==> config.mk <==
export PLATFORM = sky130hd
export DESIGN_NAME = key_debounce_bank
export DESIGN_NICKNAME = d
export VERILOG_FILES = /design/src/rtl/key_debounce_bank.sv
export SDC_FILE = /design/constraint.sdc
export NUM_CORES = 1
export LEC_CHECK = 0
export CORE_AREA = 2 2 92 103
export DETAILED_ROUTE_END_ITERATION = 12
export DIE_AREA = 0 0 94 105
export PLACE_DENSITY_LB_ADDON = 0.08
export SLEW_MARGIN = 20
export SYNTH_ARGS = -nofsm -noshare
export SYNTH_HDL_FRONTEND = slang
export SYNTH_SLANG_ARGS = --single-unit
==> constraint.sdc <==
create_clock -name clk -period 3.3 [get_ports clk]
set_clock_uncertainty 0.2 [all_clocks]
set_input_delay 0.66 -clock clk [delete_from_list [all_inputs] [get_ports clk]]
set_output_delay 0.66 -clock clk [all_outputs]
set_load 0.02 [all_outputs]
==> src/rtl/key_debounce_bank.sv <==
// Multi-channel key/switch debouncer: 2-flop sync, glitch-aborting settle window, press/release strobes.
// Optional long-press strobe is built only when KEY_LONGPRESS_EN is defined.
module key_debounce_lane #(
  parameter int DEBOUNCE_CYCLES = 1_000_000,
  parameter int ACTIVE_LOW      = 0,
  parameter int LONG_CYCLES     = 50_000_000
) (
  input  logic clk,
  input  logic nrst,
  input  logic key_in,
  output logic key_out,
  output logic key_press,
  output logic key_release,
  output logic key_long,
  output logic busy
);
  localparam int CW = $clog2(DEBOUNCE_CYCLES);
  localparam logic [CW-1:0] CNT_LAST = CW'(DEBOUNCE_CYCLES - 1);
  localparam logic [0:0] IDLE  = 1'b0;
  localparam logic [0:0] CHECK = 1'b1;

  logic          raw;
  logic          s1_q, s2_q;
  logic [0:0]    state_q, state_d;
  logic [CW-1:0] cnt_q, cnt_d;
  logic          lvl_q, lvl_d;
  logic          out_q, press_q, rel_q;

  assign raw = (ACTIVE_LOW != 0) ? ~key_in : key_in;

  always_ff @(posedge clk or negedge nrst) begin
    if (!nrst) begin
      s1_q <= 1'b0;
      s2_q <= 1'b0;
    end else begin
      s1_q <= raw;
      s2_q <= s1_q;
    end
  end

  always_comb begin
    state_d = state_q;
    cnt_d   = cnt_q;
    lvl_d   = lvl_q;
    case (state_q)
      IDLE: if (s2_q != lvl_q) begin
        state_d = CHECK;
        cnt_d   = '0;
      end
      default: begin
        if (s2_q == lvl_q) begin
          state_d = IDLE;
          cnt_d   = '0;
        end else if (cnt_q == CNT_LAST) begin
          lvl_d   = s2_q;
          state_d = IDLE;
          cnt_d   = '0;
        end else begin
          cnt_d = cnt_q + CW'(1);
        end
      end
    endcase
  end

  // Outputs are a registered copy of the committed level; strobes are its edges.
  always_ff @(posedge clk or negedge nrst) begin
    if (!nrst) begin
      state_q <= IDLE;
      cnt_q   <= '0;
      lvl_q   <= 1'b0;
      out_q   <= 1'b0;
      press_q <= 1'b0;
      rel_q   <= 1'b0;
    end else begin
      state_q <= state_d;
      cnt_q   <= cnt_d;
      lvl_q   <= lvl_d;
      out_q   <= lvl_q;
      press_q <= lvl_q & ~out_q;
      rel_q   <= ~lvl_q & out_q;
    end
  end

  assign key_out     = out_q;
  assign key_press   = press_q;
  assign key_release = rel_q;
  assign busy        = (state_q == CHECK);

`ifdef KEY_LONGPRESS_EN
  localparam int HW = $clog2(LONG_CYCLES);
  localparam logic [HW-1:0] HOLD_LAST = HW'(LONG_CYCLES - 1);
  logic [HW-1:0] hcnt_q;
  logic          hdone_q, long_q;

  // Gating with lvl_q lets a release committing at the threshold suppress the strobe.
  always_ff @(posedge clk or negedge nrst) begin
    if (!nrst) begin
      hcnt_q  <= '0;
      hdone_q <= 1'b0;
      long_q  <= 1'b0;
    end else if (!out_q) begin
      hcnt_q  <= '0;
      hdone_q <= 1'b0;
      long_q  <= 1'b0;
    end else if (!hdone_q && hcnt_q == HOLD_LAST) begin
      long_q  <= lvl_q;
      hdone_q <= 1'b1;
    end else begin
      long_q <= 1'b0;
      if (!hdone_q) hcnt_q <= hcnt_q + HW'(1);
    end
  end
  assign key_long = long_q;
`else
  assign key_long = 1'b0;
`endif
endmodule

module key_debounce_bank #(
  parameter int N_KEYS          = 4,
  parameter int DEBOUNCE_CYCLES = 1_000_000,
  parameter int ACTIVE_LOW      = 0,
  parameter int LONG_CYCLES     = 50_000_000
) (
  input  logic              clk,
  input  logic              nrst,
  input  logic [N_KEYS-1:0] key_in,
  output logic [N_KEYS-1:0] key_out,
  output logic [N_KEYS-1:0] key_press,
  output logic [N_KEYS-1:0] key_release,
  output logic [N_KEYS-1:0] key_long,
  output logic              key_busy
);
  logic [N_KEYS-1:0] busy;

  for (genvar k = 0; k < N_KEYS; k++) begin : g_lane
    key_debounce_lane #(
      .DEBOUNCE_CYCLES(DEBOUNCE_CYCLES),
      .ACTIVE_LOW     (ACTIVE_LOW),
      .LONG_CYCLES    (LONG_CYCLES)
    ) u_lane (
      .clk        (clk),
      .nrst       (nrst),
      .key_in     (key_in[k]),
      .key_out    (key_out[k]),
      .key_press  (key_press[k]),
      .key_release(key_release[k]),
      .key_long   (key_long[k]),
      .busy       (busy[k])
    );
  end

  assign key_busy = |busy;
endmodule

==> reports/results.ini <==
[outcome]
status = complete, no violations

[routing]
drtPass1Iterations = 4
via_per_inst = 6.24
num_vias = 4389
avgRoutedWirePerCell_um = 15.3
wirelength_mm = 10.7
drc = 0
dr.first_iter.drc_count = 129
detail-route-antenna-nets = 0

[final_layout]
antenna_cells = 0
nNetsFinal = 594
fin_util = 0.670
seq_area_sq_mm = 0.00270
num-fill-cells = 711
drive_gt1_frac = 0.0713
post-route-cell-area_sq_mm = 0.00589
multi_input_area_sq_mm = 0.00253
syn_to_final_growth_pct = 6.52

[yosys]
synthTopCellsByArea = dfrtp_1 49%, nand2_1 4.4%, a31oi_1 3.8%, a21oi_1 3.5%, nand3_1 3.3%
ys_ff_latch = 108
yosysMostFrequentCell = dfrtp_1
netlist-cell-type-count = 51
synth_top_area_share = 0.489
syn_avg_cell_area_sq_um = 9.44
synth_cells = 585
synth_edf_count = 0
netlist.top_cell.by_area = dfrtp_1
netlist_area_sq_mm = 0.00553
yosysWarnings = 0
synthArstFlopShare = 1.00
synth_common_cells = 108 x dfrtp_1, 65 x nand2_1, 39 x a21oi_1
dominantRegCellSynth = dfrtp_1
ys_seq_area_frac = 0.489

[clocking]
tritoncts = built
numCtsBuffers = 9
clkTransAtPathRegs_ps = 100
cts_buffer_depth = 2
postCtsResizedCells = 0
clkLatencyLatePin_ps = 370
cts_sinks = 108
hold_buffers = 0
root_buffer = clkbuf_8
htreeDepth = 3
post_cts.repair.setup_buffers = 0

[timing]
period_share = 0.839
relSlewSlack = 0.391
rsz0062_at_grt = false
slew_viol_final = 0
fin_tns_setup_ps = 0
max_freq_ghz = 0.361
worstMarginPinSlew_ps = 911
whs_ps = 158
hold_viol = 0
setup_violations = 0
min_period_ps = 2770

[global_routing]
grt_overflow = 0
antenna_found_initial = 0
grt_pass1_vias = 4105
grt_max_degree = 72
grt.met1_usage = 0.297
busiest_layer = met2
use_met2 = 0.381
grt_first_pass_wirelength_mm = 18.3
grt_use_met3 = 0.0425
gr-usage-all-layers = 0.225

[power_and_ir_drop]
irDropWorstVdd_v = 0.000323
power_density_mw_per_mm2 = 394
power_leakage_nw = 2.56
p_total_mw = 2.32

[worst_setup_path]
crit_type = flop to output port
endpoint_kind = output port
crit_chain = or4_1, clkdlybuf4s50_1
cp.required_ps = 2440
r2r_cells = 6
cp_slowest_cell = clkdlybuf4s50_1
cp_max_fo = 6
cp.arrival_ps = 1910
cp-start-kind = flop
slowest_delay_ps = 560

[min_path]
whs_path_depth = 0
hold_class = flop to flop

[placed_design]
hpwl_mm = 7.23
dpl-instance-area_sq_mm = 0.00568
portBuffers = 18
gp_congestion = 0.841

[floorplanning]
fp.dieW_um = 94
row_count = 36
die_y_um = 105
io_pins = 23
die-area_sq_mm = 0.00987
core_sq_mm = 0.00878
start_util = 0.629

[job]
maxCapViolations = 0

-- final cells by class --
class,count,area share
Timing Repair Buffer,26,0.0425
Tap cell,114,0.0242
Clock inverter,5,0.0102
Clock buffer,11,0.0240
Inverter,16,0.0102
Sequential cell,108,0.459
Multi-Input combinational cell,423,0.430
-- placed cells by master (no fill, tap or decap), types with 14 or more instances in the layout --
cell type	instances
clkdlybuf4s50_1	17
nand4_1	23
nor2_1	25
a31oi_1	34
nand3_1	36
a21oi_1	39
nand2_1	65
dfrtp_1	108
inv_1	16
a21o_1	14
o21ai_0	28
-- layer usage --
metal	routed length, um	part of all wire	up-vias
met2	5260	0.49	74
met5	0	0	-
li1	-	-	2139
met4	97	0.0090	0
met3	337	0.031	10
met1	5050	0.47	2166
-- worst max-delay path, delay by kind of cell (launching register included) --
kind                   cells  cell delay, ps
AND/OR/NAND/NOR            1             530
buffers and inverters      1             560
flip-flops                 1             450
-- metrics by stage --
step	setup WS, ps	instances
floorplan	1190	588
CTS	513	703
global route	434	703
detailed placement	615	687
finish	533	703
global placement	702	687
-- state kept, by name, summed over array words and instances, names as in the netlist --
| signal | count |
|---|---|
| g_lane.u_lane.s2_q | 4 |
| g_lane.u_lane.lvl_q | 4 |
| g_lane.u_lane.s1_q | 4 |
| g_lane.u_lane.busy | 4 |
| g_lane.u_lane.key_out | 4 |
| g_lane.u_lane.key_press | 4 |
| g_lane.u_lane.cnt_q | 80 |
| g_lane.u_lane.key_release | 4 |
-- cells by family after synthesis --
| logic type | share of synthesized area |
|---|---|
| compound gates | 0.177 |
| mux | 0.0249 |
| fa+ha+maj | 0.00906 |
| buf+inv | 0.0555 |
| flops | 0.489 |
| simple gates | 0.233 |
| other cells | 0.000679 |
| xor+xnor | 0.0111 |
-- power breakdown --
group          switching, mW  total [mW]  leakage, nW  internal, mW
Sequential            0.0136        1.35         1.48          1.34
Clock                  0.454       0.829       0.0999         0.375
Combinational         0.0956       0.140        0.984        0.0445
Total                  0.563        2.32         2.56          1.76
-- worst paths after layout --
kind	start	end	slack [ps]
setup reg to reg	g_lane[2].u_lane.cnt_q[0]$_DFFE_PN0P_	g_lane[2].u_lane.cnt_q[14]$_DFFE_PN0P_	860
max in group asynchronous	nrst	g_lane[0].u_lane.cnt_q[15]$_DFFE_PN0P_	2010
setup / recovery	g_lane[2].u_lane.busy$_DFF_PN0_	key_busy	530
hold / removal	g_lane[1].u_lane.s1_q$_DFF_PN0_	g_lane[1].u_lane.s2_q$_DFF_PN0_	160
hold reg to reg	g_lane[1].u_lane.s1_q$_DFF_PN0_	g_lane[1].u_lane.s2_q$_DFF_PN0_	160
min in group asynchronous	nrst	g_lane[1].u_lane.cnt_q[13]$_DFFE_PN0P_	190
No activity file was read; power rests on OpenSTA's default activity.
